### config.mk
export PLATFORM = sky130hd
export DESIGN_NAME = rf_wb_arbiter
export DESIGN_NICKNAME = d
export VERILOG_FILES = /design/src/rtl/rf_wb_arbiter.sv
export SDC_FILE = /design/constraint.sdc
export NUM_CORES = 1
export LEC_CHECK = 0
export CAP_MARGIN = 15
export CORE_MARGIN = 2
export CORE_UTILIZATION = 37
export DETAILED_ROUTE_END_ITERATION = 12
export HOLD_SLACK_MARGIN = 0.08
export PLACE_DENSITY = 0.76
export SYNTH_ARGS = -nofsm -noshare
export SYNTH_HDL_FRONTEND = slang
export SYNTH_SLANG_ARGS = --single-unit
export TNS_END_PERCENT = 10
### constraint.sdc
create_clock -name clk -period 1.42 [get_ports clk]
set_clock_uncertainty 0.2 [all_clocks]
set_input_delay 0.142 -clock clk [delete_from_list [all_inputs] [get_ports clk]]
set_output_delay 0.142 -clock clk [all_outputs]
set_load 0.01 [all_outputs]
### src/rtl/rf_wb_arbiter.sv
// rf_wb_arbiter: write-back arbiter for the integer register file.
// Shares the single write port between ALU write-back and LSU load return,
// drives one-hot register enables, and tracks outstanding loads in `pend`.
// Optional feature: define RF_WB_RR_EN for round-robin arbitration;
// otherwise the LSU has fixed priority.
module rf_wb_arbiter #(
  parameter int unsigned WIDTH = 32,
  parameter int unsigned NREG  = 32,
  parameter int unsigned AW    = 5
) (
  input  logic             clk,
  input  logic             rst,
  input  logic             alu_valid,
  input  logic [AW-1:0]    alu_rd,
  input  logic [WIDTH-1:0] alu_data,
  output logic             alu_ready,
  input  logic             lsu_valid,
  input  logic [AW-1:0]    lsu_rd,
  input  logic [WIDTH-1:0] lsu_data,
  output logic             lsu_ready,
  input  logic             lsu_issue,
  input  logic [AW-1:0]    lsu_issue_rd,
  output logic [NREG-1:0]  wr_en,
  output logic [WIDTH-1:0] wr_data,
  output logic [NREG-1:0]  pend
);

  typedef enum logic {SRC_ALU = 1'b0, SRC_LSU = 1'b1} src_t;

  src_t             last_q;
  logic             alu_gnt;
  logic             lsu_gnt;
  logic             lsu_wins;
  logic             acc;
  logic [AW-1:0]    acc_rd;
  logic [WIDTH-1:0] acc_data;
  logic [NREG-1:0]  pend_d;

  // Grant selection: single requester wins outright, contention goes to policy.
  always_comb begin
    alu_gnt  = 1'b0;
    lsu_gnt  = 1'b0;
`ifdef RF_WB_RR_EN
    lsu_wins = (last_q == SRC_ALU);
`else
    // Fixed priority: the LSU wins regardless of the last winner.
    lsu_wins = (last_q == SRC_ALU) || (last_q == SRC_LSU);
`endif
    if (!rst) begin
      if (alu_valid && lsu_valid) begin
        lsu_gnt = lsu_wins;
        alu_gnt = !lsu_wins;
      end else begin
        alu_gnt = alu_valid;
        lsu_gnt = lsu_valid;
      end
    end
  end

  assign alu_ready = alu_gnt;
  assign lsu_ready = lsu_gnt;

  // Mux the accepted request and compute the next scoreboard value.
  always_comb begin
    acc      = alu_gnt | lsu_gnt;
    acc_rd   = lsu_gnt ? lsu_rd   : alu_rd;
    acc_data = lsu_gnt ? lsu_data : alu_data;
    pend_d   = pend;
    if (lsu_gnt)
      pend_d[lsu_rd] = 1'b0;
    // Set applied after clear so a new issue supersedes a same-cycle return.
    if (lsu_issue)
      pend_d[lsu_issue_rd] = 1'b1;
    pend_d[0] = 1'b0;
  end

  // Write stage, scoreboard and last-winner registers.
  always_ff @(posedge clk) begin
    if (rst) begin
      wr_en   <= '0;
      wr_data <= '0;
      pend    <= '0;
      last_q  <= SRC_LSU;
    end else begin
      wr_en <= '0;
      if (acc && (acc_rd != '0))
        wr_en[acc_rd] <= 1'b1;
      if (acc) begin
        wr_data <= acc_data;
        last_q  <= lsu_gnt ? SRC_LSU : SRC_ALU;
      end
      pend <= pend_d;
    end
  end

endmodule

==> impl_metrics.env, run 1 <==
export IMPL_status="completed"
export IMPL_viasPerCell=4.92
export IMPL_cts_htree_levels=3
export IMPL_p_leak_uw=0.00285
export IMPL_fillerInstances=950
export IMPL_ys_seq_area_share_pct=49.0
export IMPL_final_hold_violation_count=0
export IMPL_fin_util_pct=60.3
export IMPL_layout_nets=736
export IMPL_crit_path_max_incr_delay_ns=0.38
export IMPL_die_h_um=106
export IMPL_clk_path_buf_depth=2
export IMPL_routedWlPerCell_um=14.6
export IMPL_synth_warnings=0
export IMPL_gp_congestion=0.842
export IMPL_hold_ws_ns=0.0716
export IMPL_fin_crit_ns=1.36
export IMPL_cts_buffers=9
export IMPL_grt_max_degree=27
export IMPL_worst_ep_required_time_ns=1.08
export IMPL_die_x_um=106
export IMPL_path_buf_inv=1
export IMPL_std_cell_rows=37
export IMPL_ir_worst_vdd_mv=0.672
export IMPL_critPathSlowestCell="dfxtp_1"
export IMPL_start_kind="flip-flop"
export IMPL_clock_fmax_mhz=736
export IMPL_cap_viol_max_count=0
export IMPL_synthesis_area_mm2=0.00388
export IMPL_hold_buffers=2
export IMPL_holdCritPathClass="primary input to flip-flop"
export IMPL_drv_slew=0
export IMPL_final_cell_mix="nor2_1 (98), dlygate4sd2_1 (98), dfxtp_1 (95)"
export IMPL_hold_path_depth=5
export IMPL_syn_area_per_cell_um2=8.66
export IMPL_grt_pass1_wl_mm=18.7
export IMPL_path_delay_family="flip-flops"
export IMPL_ant_nets=0
export IMPL_rsz0062_at_grt="true"
export IMPL_dieArea_mm2=0.0113
export IMPL_rrSetupSlack_ns=0.41
export IMPL_cp_end_kind="output port"
export IMPL_wirelength_mm=11.6
export IMPL_setup_viol=0
export IMPL_grt_ovfl_total=0
export IMPL_crit_fanout=2
export IMPL_min_period_over_period_pct=95.7
export IMPL_path_class="flip-flop to output port"
export IMPL_antenna_found_initial=0
export IMPL_whs_endpoint="wr_en[24]"
export IMPL_start_util_pct=37.9
export IMPL_tritoncts="yes"
export IMPL_clk_pin_slew_ns=0.11
export IMPL_hold_start="alu_rd[1]"
export IMPL_dp_hpwl_mm=8.73
export IMPL_drive_gt1_share_pct=11.7
export IMPL_cellPowerDensity_mw_per_mm2=911
export IMPL_num_vias=3903
export IMPL_drc_errors=0
export IMPL_worstRegToRegCells=4
export IMPL_post_place_ws_ns=-0.435
export IMPL_crit_chain="dlygate4sd2_1"
export IMPL_cts_sinks=95
export IMPL_cts_root_buf="clkbuf_8"
export IMPL_coreArea_mm2=0.0102
export IMPL_rr_startpoint="wr_data[21]"
export IMPL_diodes=0
export IMPL_pin_count=182
export IMPL_drt_first_pass_iters=4
export IMPL_drtIter0Drc=110
export IMPL_grt_pass1_vias=3955
export IMPL_area_growth_pct=59.0
export IMPL_portBuffers=180
export IMPL_netlist_instances=448
export IMPL_fin_ws_ns=0.0615
export IMPL_ys_types=37
export IMPL_worst_skew_pair_late_latency_ns=0.36
export IMPL_rr_endpoint="wr_data[21]"
export IMPL_grt_usage_pct=20.5
export IMPL_total_power_uw=5620
export IMPL_cp_arrival_ns=1.02
export IMPL_synth_seq_cells=95
## sequential cells by signal, indices dropped and copies added (netlist names)
register,flops
wr_en,32
pend,31
wr_data,32
## cell usage after synthesis
cell       n  area share, %
a21o_1     1           0.19
a21oi_1   33            4.3
a21oi_2    1           0.23
buf_1      1          0.097
buf_12     1           0.52
buf_2      6           0.77
buf_4      1           0.19
buf_6      1           0.29
clkbuf_1  18            1.7
conb_1     1          0.097
dfxtp_1   95             49
inv_1      8           0.77
inv_4      1           0.16
mux2_2     2           0.58
mux2_4     1           0.39
mux2i_1   38            9.8
nand2_1   18            1.7
nand2b_1   8            1.3
nand2b_4   1           0.35
nand3_1    7           0.90
nand3b_1  12            2.3
nand4b_1   1           0.23
nor2_1    98            9.5
nor2_2     1           0.16
nor2b_1   20            3.2
nor3_1     5           0.65
nor3b_1    3           0.58
nor4_1     3           0.48
nor4bb_1   2           0.52
o21ai_0   44            5.7
o21ai_1    1           0.13
o32ai_1    7            1.6
or2_2      1           0.16
or2_4      1           0.23
or3_1      3           0.48
or3b_1     2           0.45
or3b_2     1           0.23
## repair_timing
action,4_1_cts,5_1_grt
pin swaps,0,1
buffers inserted,0,1
hold endpoints to repair,1,1
resized for setup,100,10
setup endpoints to repair,107,36
## cells by family after synthesis
family / synth area share, %
AO/OA/AOI/OAI: 12.1
AND/OR/NAND/NOR: 23.5
flip-flops: 49.0
multiplexers: 10.8
other: 0.0967
buffers and inverters: 4.55
## report_power, final
part / switching [µW] / leakage [µW] / total (µW) / internal, µW
logic: 424 / 0.00197 / 919 / 495
clock network: 1070 / 0.000100 / 1920 / 853
registers: 37.2 / 0.000774 / 2780 / 2740
## how the worst max path moves through the flow
stage / slack, ns / start / cells past startpoint / to
floorplan: -0.09 / rst / 7 / pend[16]
global placement: -0.42 / lsu_rd[1] / 4 / pend[12]
global route: -0.005 / lsu_valid / 7 / wr_en[22]
finish: 0.06 / pend[8] / 1 / pend[8]
CTS: 0.01 / lsu_rd[0] / 6 / pend[18]
detailed placement: -0.44 / lsu_rd[1] / 6 / pend[18]
## layer usage
metal	GRT usage [%]	wire length [µm]
met1	24.6	4850
met2	35.6	5610
met3	6.62	966
met4	5.17	129
met5	0	0
## worst min-delay path, delay by kind of cell
kind | cells | cell delay [ns]
AO/OA/AOI/OAI | 2 | 0.15
buffers and inverters | 1 | 0.11
AND/OR/NAND/NOR | 2 | 0.19
## cell type report
type / instances / area, µm² / share of cell area [%]
Timing Repair Buffer: 220 / 1990 / 32.3
Tap cell: 136 / 170 / 2.76
Clock inverter: 7 / 85.1 / 1.38
Sequential cell: 95 / 1900 / 30.8
Inverter: 9 / 41.3 / 0.670
Multi-Input combinational cell: 317 / 1860 / 30.1
Clock buffer: 9 / 124 / 2.01
## metrics by stage
| stage | cell area [µm²] | std cells | setup TNS, ns |
|---|---|---|---|
| floorplan | 3910 | 449 | -0.992 |
| global placement | 6000 | 774 | -18.83 |
| detailed placement | 6000 | 774 | -19.99 |
| CTS | 6120 | 792 | 0 |
| global route | 6170 | 793 | -0.00542 |
| finish | 6170 | 793 | 0 |
Power figures use the tool's default switching activity.
==> run 2: changes to the inputs <==
ABC_CLOCK_PERIOD_IN_PS = 1420   (was default)
SETUP_SLACK_MARGIN = 0.2   (was default)
SLEW_MARGIN = 20   (was default)
==> run 2 against run 1 <==
Global-route usage rose by 0.47 points. Hold slack got worse by 0.018 ns. Register-to-register slack got worse by 0.09 ns. Combinational power rose by 4.2%. Highest routed layer unchanged. Largest power group unchanged. Critical endpoint is now wr_data[18]. Non-clock buffer count rose by 2. Maximum frequency fell by 0.85%. Sequential power barely moved. Routed wire length rose by 1.8%. Final cell count rose by 0.25%. Clock power fell by 7%. Sequential share of layout area fell by 0.19 points.
==> impl_metrics.env, run 2 (same netlist as run 1, synthesis figures left out) <==
export IMPL_status="completed"
export IMPL_post_place_ws_ns=-0.480
export IMPL_path_buf_inv=1
export IMPL_dpl_cell_count=773
export IMPL_drt_first_pass_iters=4
export IMPL_ant_nets=0
export IMPL_holdCritPathClass="primary input to flip-flop"
export IMPL_clk_path_buf_depth=2
export IMPL_final_common_cell="nor2_1"
export IMPL_cap_viol_max_count=0
export IMPL_cts_buffers=9
export IMPL_clk_pin_slew_ns=0.11
export IMPL_fin_crit_ns=1.37
export IMPL_crit_fanout=2
export IMPL_fin_setup_tns_ns=0
export IMPL_viasPerCell=4.95
export IMPL_area_growth_pct=61.2
export IMPL_layout_nets=738
export IMPL_worstRegToRegCells=5
export IMPL_cellPowerDensity_mw_per_mm2=883
export IMPL_drv_slew=0
export IMPL_grt_pass1_vias=3969
export IMPL_portBuffers=180
export IMPL_cp_depth=1
export IMPL_die_x_um=106
export IMPL_worst_ep_required_time_ns=1.08
export IMPL_pin_count=182
export IMPL_fin_util_pct=61.1
export IMPL_wirelength_mm=11.8
export IMPL_num_vias=3934
export IMPL_drc_errors=0
export IMPL_grt_max_degree=33
export IMPL_rsz0062_at_grt="true"
export IMPL_grt_ovfl_total=0
export IMPL_die_h_um=106
export IMPL_drtIter0Drc=116
export IMPL_setup_viol=0
export IMPL_min_period_over_period_pct=96.5
export IMPL_path_delay_family="flip-flops"
export IMPL_clock_fmax_mhz=730
export IMPL_p_leak_uw=0.00291
export IMPL_final_hold_violation_count=0
export IMPL_hold_path_depth=5
export IMPL_dp_hpwl_mm=8.87
export IMPL_grt_usage_pct=21.0
export IMPL_reg_top3="wr_data x32, wr_en x32, pend x31"
export IMPL_layout_cells_non_filler=795
export IMPL_routedWlPerCell_um=14.8
export IMPL_fin_ws_ns=0.0500
export IMPL_diodes=0
export IMPL_path_class="flip-flop to output port"
export IMPL_worst_skew_pair_late_latency_ns=0.36
export IMPL_gp_congestion=0.831
export IMPL_drive_gt1_share_pct=17.6
export IMPL_antenna_found_initial=0
export IMPL_hold_ws_ns=0.0538
export IMPL_std_cell_rows=37
export IMPL_cp_arrival_ns=1.03
export IMPL_tritoncts="yes"
export IMPL_ir_worst_vdd_mv=0.435
export IMPL_final_cell_mix="nor2_1 (97), dlygate4sd2_1 (85), dfxtp_1 (84)"
export IMPL_crit_chain="dlygate4sd2_1"
export IMPL_cp_end_kind="output port"
export IMPL_start_kind="flip-flop"
export IMPL_cts_root_buf="clkbuf_8"
export IMPL_crit_path_max_incr_delay_ns=0.37
export IMPL_critPathSlowestCell="dfxtp_1"
export IMPL_coreArea_mm2=0.0102
export IMPL_cts_sinks=95
export IMPL_cts_htree_levels=3
export IMPL_start_util_pct=37.9
export IMPL_dieArea_mm2=0.0113
export IMPL_grt_pass1_wl_mm=19.1
==> run 2: cell types whose count changed in the layout (fill, tap and decap cells not counted), moves of 4 or more <==
cell and delta:
o21ai_0 -13, o21ai_1 +11, dfxtp_2 +11, clkdlybuf4s50_1 -4
dlymetal6s2s_1 +4, dlygate4sd2_1 -13, buf_2 +12, dfxtp_1 -11
==> run 2: path summary, 6_finish.rpt <==
kind	slack, ns	startpoint	end
min reg2reg	0.30	pend[3]	pend[3]
min	0.05	alu_rd[1]	wr_en[25]
max	0.05	wr_data[18]	wr_data[18]
max reg2reg	0.32	wr_data[3]	wr_data[3]
==> run 2: area by class of cell <==
class                      instances  area, µm²
inverter                           9       41.3
fill                             927       3980
clock buffer                      10        138
tap                              136        170
timing repair buffer             222       1990
multi-input combinational        317       1930
sequential                        95       1920
clock inverter                     6       57.6
==> run 2: metal layers <==
layer	up-vias	part of all wire [%]	global-route usage [%]
met5	-	0	0
met4	0	2.1	8.08
met3	22	7.8	5.89
met2	154	50	36.6
met1	1824	40	24.4
li1	1934	-	-
==> run 2: per-stage QoR <==
step / cell area (µm²) / power (µW)
floorplan: 3910 / 3260
global placement: 6030 / 3800
detailed placement: 6030 / 3820
CTS: 6110 / 5540
global route: 6250 / 5790
finish: 6250 / 5520
==> run 2: report_power, final <==
| group | leakage (µW) | total [µW] | switching, µW | internal [µW] |
|---|---|---|---|---|
| Clock | 0.000101 | 1780 | 1050 | 729 |
| Combinational | 0.00203 | 958 | 442 | 516 |
| Sequential | 0.000779 | 2780 | 37.4 | 2750 |
==> run 2: timing repair <==
item / CTS / global route
setup endpoints to repair: 156 / 156
hold endpoints to repair: 15 / 0
hold buffers: 1 / 0
pin swaps: 0 / 9
gates resized for setup: 153 / 42
buffers inserted: 3 / 2
